[config.mk]
export PLATFORM = sky130hd
export DESIGN_NAME = tdoa_capture
export DESIGN_NICKNAME = d
export VERILOG_FILES = /design/src/rtl/tdoa_capture.sv
export SDC_FILE = /design/constraint.sdc
export NUM_CORES = 1
export LEC_CHECK = 0
export BUFFER_PORTS_ARGS = -buffer_cell sky130_fd_sc_hd__buf_2
export CORE_MARGIN = 4
export CORE_UTILIZATION = 35
export DETAILED_ROUTE_END_ITERATION = 8
export SLEW_MARGIN = 20
export SYNTH_ARGS = -nofsm -noshare
export SYNTH_HDL_FRONTEND = slang
export SYNTH_SLANG_ARGS = --single-unit
[constraint.sdc]
create_clock -name clk -period 5.08 [get_ports clk]
set_input_delay 0.254 -clock clk [delete_from_list [all_inputs] [get_ports clk]]
set_output_delay 0.254 -clock clk [all_outputs]
set_load 0.005 [all_outputs]
[src/rtl/tdoa_capture.sv]
// tdoa_capture: per-channel onset timestamping for hydrophone TDOA.
// Waits for the first threshold crossing on any channel, timestamps the
// first crossing of every channel within a bounded window, and reports the
// delays relative to REF_CH over a valid/ready handshake. After the result
// is accepted it ignores HOLDOFF_SAMPLES samples to reject reverberation.
//
// Handshake: tdoa_valid stays high, and tdoa_data/ch_mask/timeout_flag
// stay stable, until a cycle with tdoa_valid && tdoa_ready. That cycle is
// the transfer, and tdoa_valid is low on the following cycle.
module tdoa_capture #(
    parameter int NUM_CH          = 4,
    parameter int SAMPLE_W        = 12,
    parameter int CNT_W           = 16,
    parameter int REF_CH          = 0,
    parameter int HOLDOFF_SAMPLES = 256
) (
    input  logic                       clk,
    input  logic                       rst_n,
    input  logic                       arm,
    input  logic                       sample_valid,
    input  logic [NUM_CH*SAMPLE_W-1:0] sample_data,
    input  logic [SAMPLE_W-1:0]        threshold,
    input  logic [CNT_W-1:0]           window,
    output logic                       tdoa_valid,
    input  logic                       tdoa_ready,
    output logic [NUM_CH*CNT_W-1:0]    tdoa_data,
    output logic [NUM_CH-1:0]          ch_mask,
    output logic                       timeout_flag,
    output logic                       busy
);

    localparam int HW = (HOLDOFF_SAMPLES > 1) ? $clog2(HOLDOFF_SAMPLES + 1) : 1;

    typedef enum logic [2:0] {
        S_IDLE,
        S_ARMED,
        S_CAPTURE,
        S_DONE,
        S_HOLDOFF
    } state_t;

    state_t state, state_nxt;

    logic [CNT_W-1:0]        cnt;
    logic [CNT_W-1:0]        window_q;
    logic [NUM_CH-1:0]       work_mask;
    logic [CNT_W-1:0]        ts     [NUM_CH];
    logic [CNT_W-1:0]        ts_nxt [NUM_CH];
    logic [HW-1:0]           hold_cnt;

    logic [SAMPLE_W:0]       mag    [NUM_CH];
    logic [NUM_CH-1:0]       hit;
    logic [NUM_CH-1:0]       base_mask;
    logic [NUM_CH-1:0]       new_hit;
    logic [NUM_CH-1:0]       mask_nxt;
    logic [CNT_W-1:0]        cur;
    logic [CNT_W-1:0]        win_eff;
    logic                    all_set;
    logic                    expire;
    logic                    start;
    logic                    step;
    logic                    finish;
    logic                    hold_last;
    logic [NUM_CH*CNT_W-1:0] tdoa_nxt;

    // Magnitude at SAMPLE_W+1 bits so the most negative sample is exact.
    always_comb begin
        hit = '0;
        for (int i = 0; i < NUM_CH; i++) begin
            mag[i] = {sample_data[i*SAMPLE_W + SAMPLE_W-1], sample_data[i*SAMPLE_W +: SAMPLE_W]};
            if (mag[i][SAMPLE_W]) begin
                mag[i] = -mag[i];
            end
            hit[i] = sample_valid && (mag[i] >= {1'b0, threshold});
        end
    end

    // Capture bookkeeping for the current sample; the first-hit sample
    // (in ARMED) starts from an empty mask at counter 0.
    always_comb begin
        base_mask = (state == S_ARMED) ? '0 : work_mask;
        cur       = (state == S_ARMED) ? '0 : cnt + CNT_W'(1);
        win_eff   = (state == S_ARMED) ? window : window_q;
        new_hit   = hit & ~base_mask;
        mask_nxt  = base_mask | new_hit;
        all_set   = &mask_nxt;
        expire    = (cur >= win_eff);
        start     = (state == S_ARMED) && arm && (|hit);
        step      = (state == S_CAPTURE) && sample_valid;
        finish    = (start || step) && (all_set || expire);
        hold_last = (hold_cnt == HW'(HOLDOFF_SAMPLES - 1));
        for (int i = 0; i < NUM_CH; i++) begin
            ts_nxt[i] = new_hit[i] ? cur : ((state == S_ARMED) ? '0 : ts[i]);
        end
        tdoa_nxt = '0;
        for (int i = 0; i < NUM_CH; i++) begin
            if (mask_nxt[i] && mask_nxt[REF_CH]) begin
                tdoa_nxt[i*CNT_W +: CNT_W] = ts_nxt[i] - ts_nxt[REF_CH];
            end
        end
    end

    // State register.
    always_ff @(posedge clk) begin
        if (!rst_n) begin
            state <= S_IDLE;
        end else begin
            state <= state_nxt;
        end
    end

    // Next-state logic.
    always_comb begin
        state_nxt = state;
        case (state)
            S_IDLE: begin
                if (arm) state_nxt = S_ARMED;
            end
            S_ARMED: begin
                if (!arm)        state_nxt = S_IDLE;
                else if (finish) state_nxt = S_DONE;
                else if (start)  state_nxt = S_CAPTURE;
            end
            S_CAPTURE: begin
                if (finish) state_nxt = S_DONE;
            end
            S_DONE: begin
                if (tdoa_ready) state_nxt = (HOLDOFF_SAMPLES == 0) ? S_IDLE : S_HOLDOFF;
            end
            S_HOLDOFF: begin
                if (sample_valid && hold_last) state_nxt = S_IDLE;
            end
            default: state_nxt = S_IDLE;
        endcase
    end

    // Timestamps, counters and registered result; result fields only
    // change on DONE entry so they hold through handshake and holdoff.
    always_ff @(posedge clk) begin
        if (!rst_n) begin
            cnt          <= '0;
            window_q     <= '0;
            work_mask    <= '0;
            hold_cnt     <= '0;
            ch_mask      <= '0;
            timeout_flag <= 1'b0;
            tdoa_data    <= '0;
            for (int i = 0; i < NUM_CH; i++) ts[i] <= '0;
        end else begin
            if (start || step) begin
                cnt       <= cur;
                work_mask <= mask_nxt;
                for (int i = 0; i < NUM_CH; i++) ts[i] <= ts_nxt[i];
            end
            if (start) begin
                window_q <= window;
            end
            if (finish) begin
                ch_mask      <= mask_nxt;
                timeout_flag <= !all_set || !mask_nxt[REF_CH];
                tdoa_data    <= tdoa_nxt;
            end
            if (state == S_DONE && tdoa_ready) begin
                hold_cnt <= '0;
            end else if (state == S_HOLDOFF && sample_valid) begin
                hold_cnt <= hold_cnt + HW'(1);
            end
        end
    end

    assign tdoa_valid = (state == S_DONE);
    assign busy       = (state != S_IDLE);

endmodule

### Yosys cells after proc, flatten, opt, wreduce, memory -nomap -nowiden

Memory sizes are Yosys's and may differ from the RTL's.
Index checks and enable logic that the tools add are counted.

* flip-flop bits (word level): 117
* memory bits (writable): 64
* bits of input ports: 81
* memories: 1

* $add $sub $neg: 10
* $lt $le $gt $ge: 5
* equal/unequal tests: 10
* muxes and demuxes: 35
* bitwise logic cells: 8
* reductions and logical operators: 25

Memory list
* ts: depth 4, bits a word 16, rd ports 4, clocked after Yosys merged registers in 0, write ports 4, line 47 `logic [CNT_W-1:0] ts [NUM_CH];`

Operators with widths (count)
* two-way mux 16 bit: 18
* subtractor 16 bit: 4
* >= comparator 13 x 12 -> 1 bit: 4
* two-way mux 13 bit: 4
* negator 13 bit: 4
* two-way mux 3 bit: 7
* adder 16 x 1 -> 16 bit (second input constant): 1
* >= comparator 16 bit: 1
* case mux 3 bit (5 select lines): 1
* logical AND 1 bit: 14
* adder 9 x 1 -> 9 bit (second input constant): 1
* == test 9 x 8 -> 1 bit (second input constant): 1
* == test 3 x 2 -> 1 bit (second input constant): 2
* inequality test 2 bit (second input constant): 3
* AND reduction 5 bit: 1
* bitwise AND 4 bit: 1
* two-way mux 1 bit: 4
* two-way mux 4 bit: 1
* inequality test 4 bit (second input constant): 1
* inverter 4 bit: 1
* OR 1 bit: 4
* OR 4 bit: 1
* AND reduction 4 bit: 1
* OR reduction 4 bit: 1
* 9 further kinds: 12

### Logic depth before layout (Yosys ltp)

Gate-level depths: netlist of run 1.

* depth after elaboration: 12
* mapped depth: 28
* gate-level depth less buffers: 27

### Worst setup path before layout of run 1

OpenSTA, ideal clock, no wires.

* kind: input to register
* start: input port sample_data[0]
* end: register tdoa_data[62]
* data arrival time: 5.309 ns
* slack: -0.345 ns
* stages on the path: 28
* path buffers: 2
* path through: inv_1 ha_1 nand2b_1 or4_1 or2_2 o21ai_0 xnor2_1 ha_1 nand3_1 nor3_1 o211ai_1 a21o_1 buf_6 clkbuf_1 a21oi_1 nor2_1 ha_1 fa_1 nor2b_1 o21ai_0 a21oi_1 o31a_1 o21ai_0 a32o_1 o21ai_0 mux2i_1 o211ai_1 a22o_1

RTL lines
* start, declared: line 21 `input logic [NUM_CH*SAMPLE_W-1:0] sample_data,`
* end signal, assigned: line 161 `tdoa_data <= tdoa_nxt;`
* end, declared: line 26 `output logic [NUM_CH*CNT_W-1:0] tdoa_data,`

### Worst setup path in the final report of run 1

* start: input port sample_data[0]
* end: register tdoa_data[43]

* longest elaborated chain between the ends: 9
* elaborated cells between the ends (all ways): 16
* classes of those cells: add/sub: 2; order compare: 1; mux: 3; bitwise: 2; reduce/logical: 8

Ends and longest elaborated chain
* negator 13 bit: line 72 `mag[i] = -mag[i];`
* two-way mux 13 bit (*): line 71 `if (mag[i][SAMPLE_W]) begin`
* >= comparator 13 x 12 -> 1 bit (*): line 74 `hit[i] = sample_valid && (mag[i] >= {1'b0, threshold});`
* logical AND 1 bit (*): line 74
* branches (longest 5 deep; another with subtractor 16 bit)

Mark *: on every way between the ends.
A chain may end at the register's enable or synchronous reset.

==> results of run 1 <==
-- worst max-delay path: cells and delay by family --
family	cells	cell delay, ns
muxes	1	0.11
buffers and inverters	5	0.61
xor gates and xnor gates	2	0.17
adders and majority gates	3	0.78
and+or+nand+nor	8	1.68
AOI/OAI and AO/OA	10	1.64
-- layer usage --
metal / up-vias / GRT usage, % / routed length, um
li1: 5619 / - / -
met1: 5266 / 26.05 / 16540
met2: 251 / 32.41 / 17390
met3: 45 / 3.455 / 1823
met4: 0 / 5.129 / 737
met5: - / 0 / 0
-- power groups by stage --
stage | clock, uW | sequential [uW] | combinational [uW]
global placement | 0 | 1490 | 2130
finish | 1290 | 1470 | 2320
detailed placement | 0 | 1490 | 2160
CTS | 1320 | 1470 | 2220
floorplan | 0 | 1490 | 1390
global route | 1380 | 1470 | 2580
-- cells in the final DEF, fill, tap and decap left out, types with 12 or more instances in the layout --
cell type,instances
a211oi_1,15
a21o_1,16
a21oi_1,81
a22oi_1,13
a31oi_1,15
and3_1,41
buf_2,135
buf_4,172
clkbuf_16,17
conb_1,16
dfxtp_1,101
edfxtp_1,64
ha_1,114
inv_1,55
mux2i_1,39
nand2_1,127
nand2b_1,17
nand3_1,50
nand4_1,12
nor2_1,167
nor3_1,23
o211ai_1,12
o21ai_0,69
o21ai_1,13
o31ai_1,13
xnor2_1,67
xor2_1,23
-- sequential cells by signal, indices dropped and copies added, names as in the netlist --
| name | cells |
|---|---|
| ts | 64 |
| tdoa_data | 48 |
| cnt | 16 |
| window_q | 16 |
| hold_cnt | 9 |
| ch_mask | 4 |
| work_mask | 4 |
| state | 3 |
| timeout_flag | 1 |
-- through the flow --
stage	std cells	power [uW]	hold WS, ns	utilization, %	cell area [um^2]
2_1_floorplan	1435	2880	0.4012	-	12050
3_3_place_gp	2107	3623	0.4371	42.30	14220
3_5_place_dp	2107	3658	0.4399	42.33	14230
4_1_cts	2141	5012	0.04995	44.30	14890
5_1_grt	2149	5426	0.07900	44.94	15110
6_report	2149	5084	0.06686	44.94	15110
-- timing repair --
item,in CTS,in global routing
cloned,0,0
setup buffers,2,7
endpoints found under the setup margin,14,21
hold buffers,0,0
pin swaps,16,23
gates resized for setup,22,46
-- cell families after synthesis --
group                    count (synthesis)  synth area share, %
adder cells (fa/ha/maj)                119                12.64
AO/OA/AOI/OAI                          344                18.40
buffers and inverters                  137                5.032
flip-flops                             165                32.97
multiplexers                            40                3.452
AND/OR/NAND/NOR                        524                20.88
other                                    1              0.03135
XOR/XNOR                                90                6.591
-- worst max-delay path by stage --
stage                   startpoint  slack (ns)            end  cells after the start
finish              sample_data[0]        0.14  tdoa_data[43]                     29
global route        sample_data[0]       -0.09  tdoa_data[43]                     29
CTS                 sample_data[0]        0.02  tdoa_data[63]                     28
detailed placement  sample_data[0]       -0.66  tdoa_data[42]                     28
global placement    sample_data[0]       -0.45  tdoa_data[42]                     28
floorplan           sample_data[0]       -0.11  tdoa_data[62]                     28
-- layout make-up --
| cell class | instances | area, um^2 | area share, % |
|---|---|---|---|
| timing repair buffer | 312 | 2049 | 13.57 |
| antenna | 1 | 2.502 | 0.01656 |
| multi-input combinational | 1133 | 7761 | 51.37 |
| clock buffer | 17 | 425.4 | 2.816 |
| clock inverter | 15 | 143.9 | 0.9525 |
| sequential | 165 | 3944 | 26.11 |
| tap | 448 | 560.5 | 3.710 |
| inverter | 58 | 220.2 | 1.458 |
==> flow_metrics.env, run 1 <==
export IMPL_status="finished clean"
export IMPL_r2r_cells=12
export IMPL_synth_area_um2=11960
export IMPL_cts_buffers=17
export IMPL_syn_inst=1420
export IMPL_die_w_um=192.9
export IMPL_ff2ff_setup_slack_ns=0.77
export IMPL_path_max_fanout=6
export IMPL_ant_nets=0
export IMPL_wire_per_inst_um=16.98
export IMPL_fp_row_count=67
export IMPL_avgSynthCellArea_um2=8.423
export IMPL_vias_per_cell=5.203
export IMPL_min_from="window[7]"
export IMPL_wirelength_um=36490
export IMPL_synth_area_leaders="dfxtp_1 (17%), edfxtp_1 (16%), ha_1 (12%), nor2_1 (5.3%), xnor2_1 (4.9%)"
export IMPL_area_growth_pct=26.31
export IMPL_cts_root_buffer="clkbuf_16"
export IMPL_required_ns=5.41
export IMPL_vias=11180
export IMPL_grt_pass1_vias=10970
export IMPL_dieArea_um2=37190
export IMPL_synth_edf_count=64
export IMPL_hold_path_class="in2reg"
export IMPL_p_seq_share_pct=28.8
export IMPL_fin_setup_tns_ns=0
export IMPL_rsz0062_at_grt="true"
export IMPL_grt_overflow_total=0
export IMPL_grt_antenna_before_repair=3
export IMPL_fin_crit_ns=4.939
export IMPL_worstMarginPinSlew_ns=0.8809
export IMPL_r2r_end="state[1]"
export IMPL_cp_arrival_ns=5.26
export IMPL_dp_hpwl_um=28060
export IMPL_worst_slack_ns=0.1410
export IMPL_grt_use_total_pct=19.45
export IMPL_hold_end="window_q[7]"
export IMPL_cap_violations=0
export IMPL_critPathSlowestCell="or4_4"
export IMPL_port_buffers=135
export IMPL_relSlewSlack_pct=40.85
export IMPL_p_leak_uw=0.006659
export IMPL_clock_latency_ns=0.44
export IMPL_crit_path_end_kind="flip-flop"
export IMPL_fin_crit_sh_pct=97.22
export IMPL_irDropWorstVdd_uv=290.6
export IMPL_final_nets=1887
export IMPL_start_util_pct=35.58
export IMPL_yosysMostFrequentCell="nor2_1"
export IMPL_drc=0
export IMPL_holdPathStages=3
export IMPL_synth_ff_type="dfxtp_1"
export IMPL_clock_path_buffers=2
export IMPL_final_hold_violation_count=0
export IMPL_die_h_um=192.9
export IMPL_synth_area_leader_cell="dfxtp_1"
export IMPL_startpoint_type="input pin"
export IMPL_synth_async_sr_flop_share_pct=0
export IMPL_max_freq_ghz=0.2025
export IMPL_p_per_area_nw_per_um2=336.6
export IMPL_setup_viol=0
export IMPL_combPwrFrac_pct=45.7
export IMPL_ys_ff_latch=165
export IMPL_synth_distinct_cells=76
export IMPL_htreeDepth=4
export IMPL_switching_share_pct=37.14
export IMPL_yosysWarnings=0
export IMPL_place_congestion=0.8907
export IMPL_drive_gt1_share_pct=25.35
export IMPL_cts_tree="done"
export IMPL_pwr_share_clk_pct=25.5
export IMPL_grt_pass1_wl_um=57550
export IMPL_num_io_pins=152
export IMPL_cts_sinks=165
export IMPL_p_sw_uw=1889
export IMPL_timing_rr_start="cnt[0]"
export IMPL_core_um2=33620
export IMPL_grt_max_degree=51
export IMPL_synth_seq_area_share_pct=32.97
export IMPL_internal_power_uw=3196
export IMPL_critical_path_class="in2reg"
export IMPL_path_clk_slew_ns=0.07
export IMPL_drv_slew=0
export IMPL_nFillCells=3267
export IMPL_dr_pass1_iters=5
export IMPL_synth_common_cells="nor2_1 (170), nand2_1 (129), ha_1 (116)"
export IMPL_slowest_delay_ns=0.42
export IMPL_finalClockSkew_ns=0.01406
export IMPL_dpl_worst_slack_ns=-0.6620
export IMPL_synthDominantCellAreaShare_pct=16.91
export IMPL_drt_iter0_markers=751
Note: power is estimated with default switching activity, not from simulation.
==> run 2: changes to the inputs <==
--- a/config.mk
+++ b/config.mk
@@ -8,7 +8,9 @@
 export BUFFER_PORTS_ARGS = -buffer_cell sky130_fd_sc_hd__buf_2
 export CORE_MARGIN = 4
 export CORE_UTILIZATION = 35
+export CTS_CLUSTER_DIAMETER = 60
 export DETAILED_ROUTE_END_ITERATION = 8
+export GPL_TIMING_DRIVEN = 0
 export SLEW_MARGIN = 20
 export SYNTH_ARGS = -nofsm -noshare
 export SYNTH_HDL_FRONTEND = slang
==> run 2 against run 1 <==
Net effect:
- first-iteration DRC count up 20%
- clock skew down 0.00055 ns
- global-route usage rose by 1.0 points
- non-clock buffer count down 41
- largest cell class unchanged
==> flow_metrics.env, run 2 (same netlist as run 1, synthesis figures left out) <==
export IMPL_area_growth_pct=25.63
export IMPL_stdcell_count=2107
export IMPL_grt_overflow_total=0
export IMPL_diodes=0
export IMPL_clock_path_buffers=2
export IMPL_grt_max_degree=38
export IMPL_wire_per_inst_um=18.81
export IMPL_worst_slack_ns=0.001609
export IMPL_drive_gt1_share_pct=23.57
export IMPL_top_register="ts"
export IMPL_placed_cells=2020
export IMPL_p_leak_uw=0.006439
export IMPL_grt_pass1_vias=10940
export IMPL_die_h_um=192.9
export IMPL_start_util_pct=35.58
export IMPL_place_congestion=0.9052
export IMPL_drc=0
export IMPL_fin_crit_ns=5.078
export IMPL_final_hold_violation_count=0
export IMPL_multi_input_area_um2=8054
export IMPL_relSlewSlack_pct=23.23
export IMPL_cts_buffers=17
export IMPL_critical_path_class="in2reg"
export IMPL_port_buffers=135
export IMPL_cp_arrival_ns=5.42
export IMPL_dieArea_um2=37190
export IMPL_path_max_fanout=4
export IMPL_die_w_um=192.9
export IMPL_dpl_worst_slack_ns=-1.576
export IMPL_setup_viol=0
export IMPL_clock_latency_ns=0.44
export IMPL_worstMarginPinSlew_ns=1.122
export IMPL_ff2ff_setup_slack_ns=0.24
export IMPL_crit_path_end_kind="flip-flop"
export IMPL_cts_root_buffer="clkbuf_16"
export IMPL_placed_cell_area_um2=13320
export IMPL_fp_row_count=67
export IMPL_vias=11550
export IMPL_hold_path_class="in2reg"
export IMPL_grt_antenna_before_repair=0
export IMPL_num_io_pins=152
export IMPL_fin_crit_sh_pct=99.97
export IMPL_status="finished clean"
export IMPL_hold_ws_ns=0.07030
export IMPL_timing_rr_start="state[2]"
export IMPL_dr_pass1_iters=7
export IMPL_irDropWorstVdd_uv=279.6
export IMPL_layout_area_seq_um2=3944
export IMPL_grt_pass1_wl_um=59350
export IMPL_final_nets=1846
export IMPL_max_freq_ghz=0.1969
export IMPL_p_per_area_nw_per_um2=344.6
export IMPL_drv_slew=0
export IMPL_final_common_cell="nor2_1"
export IMPL_cts_tree="done"
export IMPL_core_um2=33620
export IMPL_dp_hpwl_um=29670
export IMPL_largest_reg_flops=64
export IMPL_path_clk_slew_ns=0.07
export IMPL_startpoint_type="input pin"
export IMPL_nFillCells=3347
export IMPL_vias_per_cell=5.479
export IMPL_finalClockSkew_ns=0.01351
export IMPL_rsz0062_at_grt="true"
export IMPL_drt_iter0_markers=901
export IMPL_htreeDepth=4
export IMPL_grt_use_total_pct=20.48
export IMPL_wirelength_um=39630
export IMPL_required_ns=5.42
export IMPL_min_from="window[13]"
export IMPL_cap_violations=0
export IMPL_top_regs="ts x64, tdoa_data x48"
export IMPL_startpoint="sample_data[17]"
export IMPL_mostFrequentLayoutCells="nor2_1 (164), buf_2 (141), nand2_1 (122)"
export IMPL_ant_nets=0
export IMPL_cts_sinks=165
export IMPL_design_area_um2=15030
run 2: layout make-up:
type                    instances  share of cell area [%]
multi-input cells            1133                   53.60
clock buffers                  20                   2.973
repair buffers                194                   7.727
plain buffers                  77                   3.189
well taps                     448                   3.731
flip-flops and latches        165                   26.25
inverters                      58                   1.516
clock inverters                12                   1.016
run 2: timing repair:
item	4_1_cts	5_1_grt
pin swaps	40	45
gates resized for setup	98	89
hold buffers	0	0
cloned	0	1
setup buffers	20	36
setup endpoints to repair	56	113
run 2: stage by stage:
stage / setup TNS (ns) / total power [uW] / util [%]
global placement: -109.23 / 3360 / 39.53
finish: 0 / 5177 / 44.70
global route: -0.6787 / 5452 / 44.70
floorplan: -0.2199 / 2880 / -
detailed placement: -67.67 / 3389 / 39.63
CTS: -0.06447 / 4936 / 43.01
run 2: worst max-delay path, cell delays in order:
cell,delay (ns)
buf_8,0.09
or4_4,0.53
or3_4,0.36
o21ai_2,0.13
xnor2_1,0.13
ha_1,0.26
a21o_1,0.18
a21o_1,0.20
a211oi_2,0.21
o211ai_1,0.27
nand2_2,0.24
buf_8,0.14
nand2_4,0.04
o21ai_2,0.05
nand2_2,0.12
ha_4,0.20
fa_2,0.37
nor2b_4,0.14
o21ai_2,0.08
a21boi_2,0.21
o31ai_4,0.11
a21oi_2,0.18
nor2_2,0.07
a211o_2,0.32
a211oi_2,0.21
o21ai_1,0.08
a32o_1,0.25
run 2: metal layers:
| layer | up-vias | global-route usage (%) | wire length [um] |
|---|---|---|---|
| met5 | - | 0 | 0 |
| met4 | 0 | 6.967 | 1136 |
| met3 | 70 | 4.161 | 2684 |
| met2 | 382 | 33.65 | 18640 |
| met1 | 5540 | 26.85 | 17170 |
| li1 | 5553 | - | - |
run 2: path summary, 6_finish.rpt:
path	end	cells after the start
max	tdoa_data[30]	27
min	window_q[13]	3
max reg2reg	tdoa_data[22]	17
min reg2reg	tdoa_data[20]	2
run 2: where the power goes:
| part | internal [uW] | leakage (uW) | switching [uW] |
|---|---|---|---|
| Combinational | 987 | 0.00468 | 1360 |
| Clock | 787 | 0.000284 | 577 |
| Sequential | 1440 | 0.00148 | 28.5 |
==> run 3: changes to the inputs <==
--- a/config.mk
+++ b/config.mk
@@ -5,13 +5,13 @@
 export SDC_FILE = /design/constraint.sdc
 export NUM_CORES = 1
 export LEC_CHECK = 0
+export ABC_AREA = 1
 export BUFFER_PORTS_ARGS = -buffer_cell sky130_fd_sc_hd__buf_2
 export CORE_MARGIN = 4
 export CORE_UTILIZATION = 35
 export CTS_CLUSTER_DIAMETER = 60
 export DETAILED_ROUTE_END_ITERATION = 8
 export GPL_TIMING_DRIVEN = 0
-export SLEW_MARGIN = 20
 export SYNTH_ARGS = -nofsm -noshare
 export SYNTH_HDL_FRONTEND = slang
 export SYNTH_SLANG_ARGS = --single-unit
==> run 3 against run 2 <==
Net effect:
- hold slack improved by 0.012 ns
- synthesized cell count increased by 17%
- count of clock-buffer cells in the layout decreased by 3
- synthesized area increased by 3.0%
- final cell count increased by 8.9%
- wire length decreased by 1.8%
- largest power group unchanged
- clock skew about the same
- setup slack improved by 0.42 ns
- power decreased by 5.8%
- critical endpoint is now tdoa_data[28]
==> flow_metrics.env, run 3 <==
export IMPL_drt_iter0_markers=881
export IMPL_fin_crit_sh_pct=91.77
export IMPL_timing_rr_start="state[2]"
export IMPL_drive_gt1_share_pct=16.62
export IMPL_crit_path_end_kind="flip-flop"
export IMPL_wire_per_inst_um=16.96
export IMPL_synth_common_cells="nand2_1 (304), inv_1 (174), nor2_1 (172)"
export IMPL_grt_max_degree=74
export IMPL_placed_cells=2259
export IMPL_vias=11780
export IMPL_synth_area_leaders="dfxtp_1 (16%), edfxtp_1 (16%), ha_1 (12%), nand2_1 (9.3%), inv_1 (5.3%)"
export IMPL_hold_buffers=0
export IMPL_grt_use_total_pct=19.73
export IMPL_stdcell_count=2295
export IMPL_setup_viol=0
export IMPL_htreeDepth=4
export IMPL_synthSimpleGateAreaFrac_pct=27.93
export IMPL_drc=0
export IMPL_r2r_end="tdoa_data[28]"
export IMPL_place_congestion=0.9170
export IMPL_critPathSlowestCell="fa_1"
export IMPL_synth_area_leader_cell="dfxtp_1"
export IMPL_required_ns=5.45
export IMPL_cap_violations=0
export IMPL_synth_ff_type="dfxtp_1"
export IMPL_critical_path_class="in2reg"
export IMPL_p_leak_uw=0.006829
export IMPL_final_common_cell="nand2_1"
export IMPL_startpoint_type="input pin"
export IMPL_final_nets=2022
export IMPL_hold_ws_ns=0.08274
export IMPL_p_per_area_nw_per_um2=340.1
export IMPL_mostFrequentLayoutCells="nand2_1 (304), inv_1 (173), nor2_1 (170)"
export IMPL_cts_sinks=165
export IMPL_worstMarginPinSlew_ns=0.9643
export IMPL_vias_per_cell=5.131
export IMPL_die_h_um=195.7
export IMPL_max_freq_ghz=0.2145
export IMPL_utilization_pct=41.43
export IMPL_total_power_uw=4879
export IMPL_fp_row_count=68
export IMPL_port_buffers=132
export IMPL_ys_ff_latch=165
export IMPL_cts_tree="done"
export IMPL_start_util_pct=35.59
export IMPL_grt_pass1_vias=11160
export IMPL_cts_buffers=17
export IMPL_finalClockSkew_ns=0.01376
export IMPL_synth_async_sr_flop_share_pct=0
export IMPL_top_register="ts"
export IMPL_ant_nets=0
export IMPL_num_io_pins=152
export IMPL_yosysWarnings=0
export IMPL_synthDominantCellAreaShare_pct=16.41
export IMPL_dieArea_um2=38280
export IMPL_largest_reg_flops=64
export IMPL_syn_inst=1657
export IMPL_fin_crit_ns=4.662
export IMPL_cpMostUsedCell="nor2_1"
export IMPL_endpoint="tdoa_data[28]"
export IMPL_rsz0062_at_grt="true"
export IMPL_avgSynthCellArea_um2=7.438
export IMPL_clock_latency_ns=0.44
export IMPL_hold_path_class="in2reg"
export IMPL_cts_root_buffer="clkbuf_16"
export IMPL_clock_path_buffers=2
export IMPL_grt_antenna_before_repair=4
export IMPL_synth_area_um2=12320
export IMPL_grt_overflow_total=0
export IMPL_irDropWorstVdd_uv=233.6
export IMPL_relSlewSlack_pct=35.71
export IMPL_r2r_cells=23
export IMPL_ff2ff_setup_slack_ns=0.44
export IMPL_wirelength_um=38910
export IMPL_synth_edf_count=64
export IMPL_synth_mux_area_share_pct=1.218
export IMPL_drv_slew=0
export IMPL_grt_pass1_wl_um=60610
export IMPL_startpoint="sample_data[12]"
export IMPL_synth_compound_area_share_pct=14.16
export IMPL_dp_hpwl_um=30290
export IMPL_core_um2=34630
export IMPL_final_hold_violation_count=0
export IMPL_dr_pass1_iters=6
export IMPL_synthXorXnorAreaFrac_pct=3.553
export IMPL_path_clk_slew_ns=0.07
export IMPL_top_regs="ts x64, tdoa_data x48"
export IMPL_die_w_um=195.7
export IMPL_path_max_fanout=19
export IMPL_synthAdderAreaFrac_pct=12.26
export IMPL_synth_distinct_cells=59
export IMPL_synth_seq_area_share_pct=32.00
export IMPL_yosysMostFrequentCell="nand2_1"
export IMPL_cp_arrival_ns=5.03
export IMPL_status="finished clean"
export IMPL_slowest_delay_ns=0.39
export IMPL_nFillCells=3555
export IMPL_area_growth_pct=16.40
export IMPL_synth_top_family_by_area="simple AND/OR/NAND/NOR gates"
## run 3: critical path, delay by kind of cell
family          cells  cell delay, ns
compound gates      7            1.16
xor+xnor            2            0.29
simple gates       15            1.60
buf+inv             3            0.54
fa+ha+maj           4            1.16
## run 3: power breakdown
group | switching [uW] | internal [uW] | total, uW
combinational | 1380 | 720 | 2100
clock | 597 | 687 | 1280
sequential | 30.3 | 1460 | 1490
## run 3: kinds of logic (layout without fill, tap and decap cells)
group / after synthesis / count (layout)
compound gates: 304 / 304
buf+inv: 261 / 424
xor+xnor: 50 / 50
flops: 165 / 165
mux: 15 / 15
fa+ha+maj: 119 / 119
other cells: 1 / 21
simple gates: 742 / 742
## run 3: repair_timing
item	CTS	global route
setup endpoints to repair	18	24
gates resized for setup	9	41
pin swaps	0	1
setup buffers	0	0
## run 3: per-layer routing
metal | part of all wire, % | track usage, % | wire (um) | up-vias
li1 | - | - | - | 5927
met1 | 46 | 27.39 | 17880 | 5427
met3 | 6.6 | 3.435 | 2566 | 59
met5 | 0 | 0 | 0 | -
met4 | 2.7 | 6.543 | 1043 | 0
met2 | 45 | 31.23 | 17420 | 363
## run 3: cell type report
type | count | area, um^2 | share of cell area, %
clock buffers | 17 | 425.4 | 2.966
flip-flops and latches | 165 | 3944 | 27.49
well taps | 455 | 569.3 | 3.969
clock inverters | 15 | 145.1 | 1.012
diodes | 5 | 12.51 | 0.08722
plain buffers | 74 | 402.9 | 2.809
repair buffers | 132 | 660.6 | 4.605
multi-input cells | 1246 | 7485 | 52.18
inverters | 186 | 700.7 | 4.884
## run 3: stage by stage
step | TNS (ns) | instance area (um^2) | worst slack [ns]
2_1_floorplan | 0 | 12380 | 0.4563
3_3_place_gp | -14.70 | 13610 | -1.067
3_5_place_dp | -16.77 | 13610 | -1.144
4_1_cts | 0 | 14210 | 0.09592
5_1_grt | -0.01859 | 14340 | -0.01626
6_report | 0 | 14350 | 0.4180
## run 3: worst min path at each step
stage	start	end	slack, ns	cells after the start
floorplan	window[0]	window_q[0]	0.42	2
global placement	work_mask[1]	work_mask[1]	0.44	2
detailed placement	work_mask[1]	work_mask[1]	0.45	2
CTS	window[7]	window_q[7]	0.08	3
global route	window[13]	window_q[13]	0.11	3
finish	window[7]	window_q[7]	0.08	3
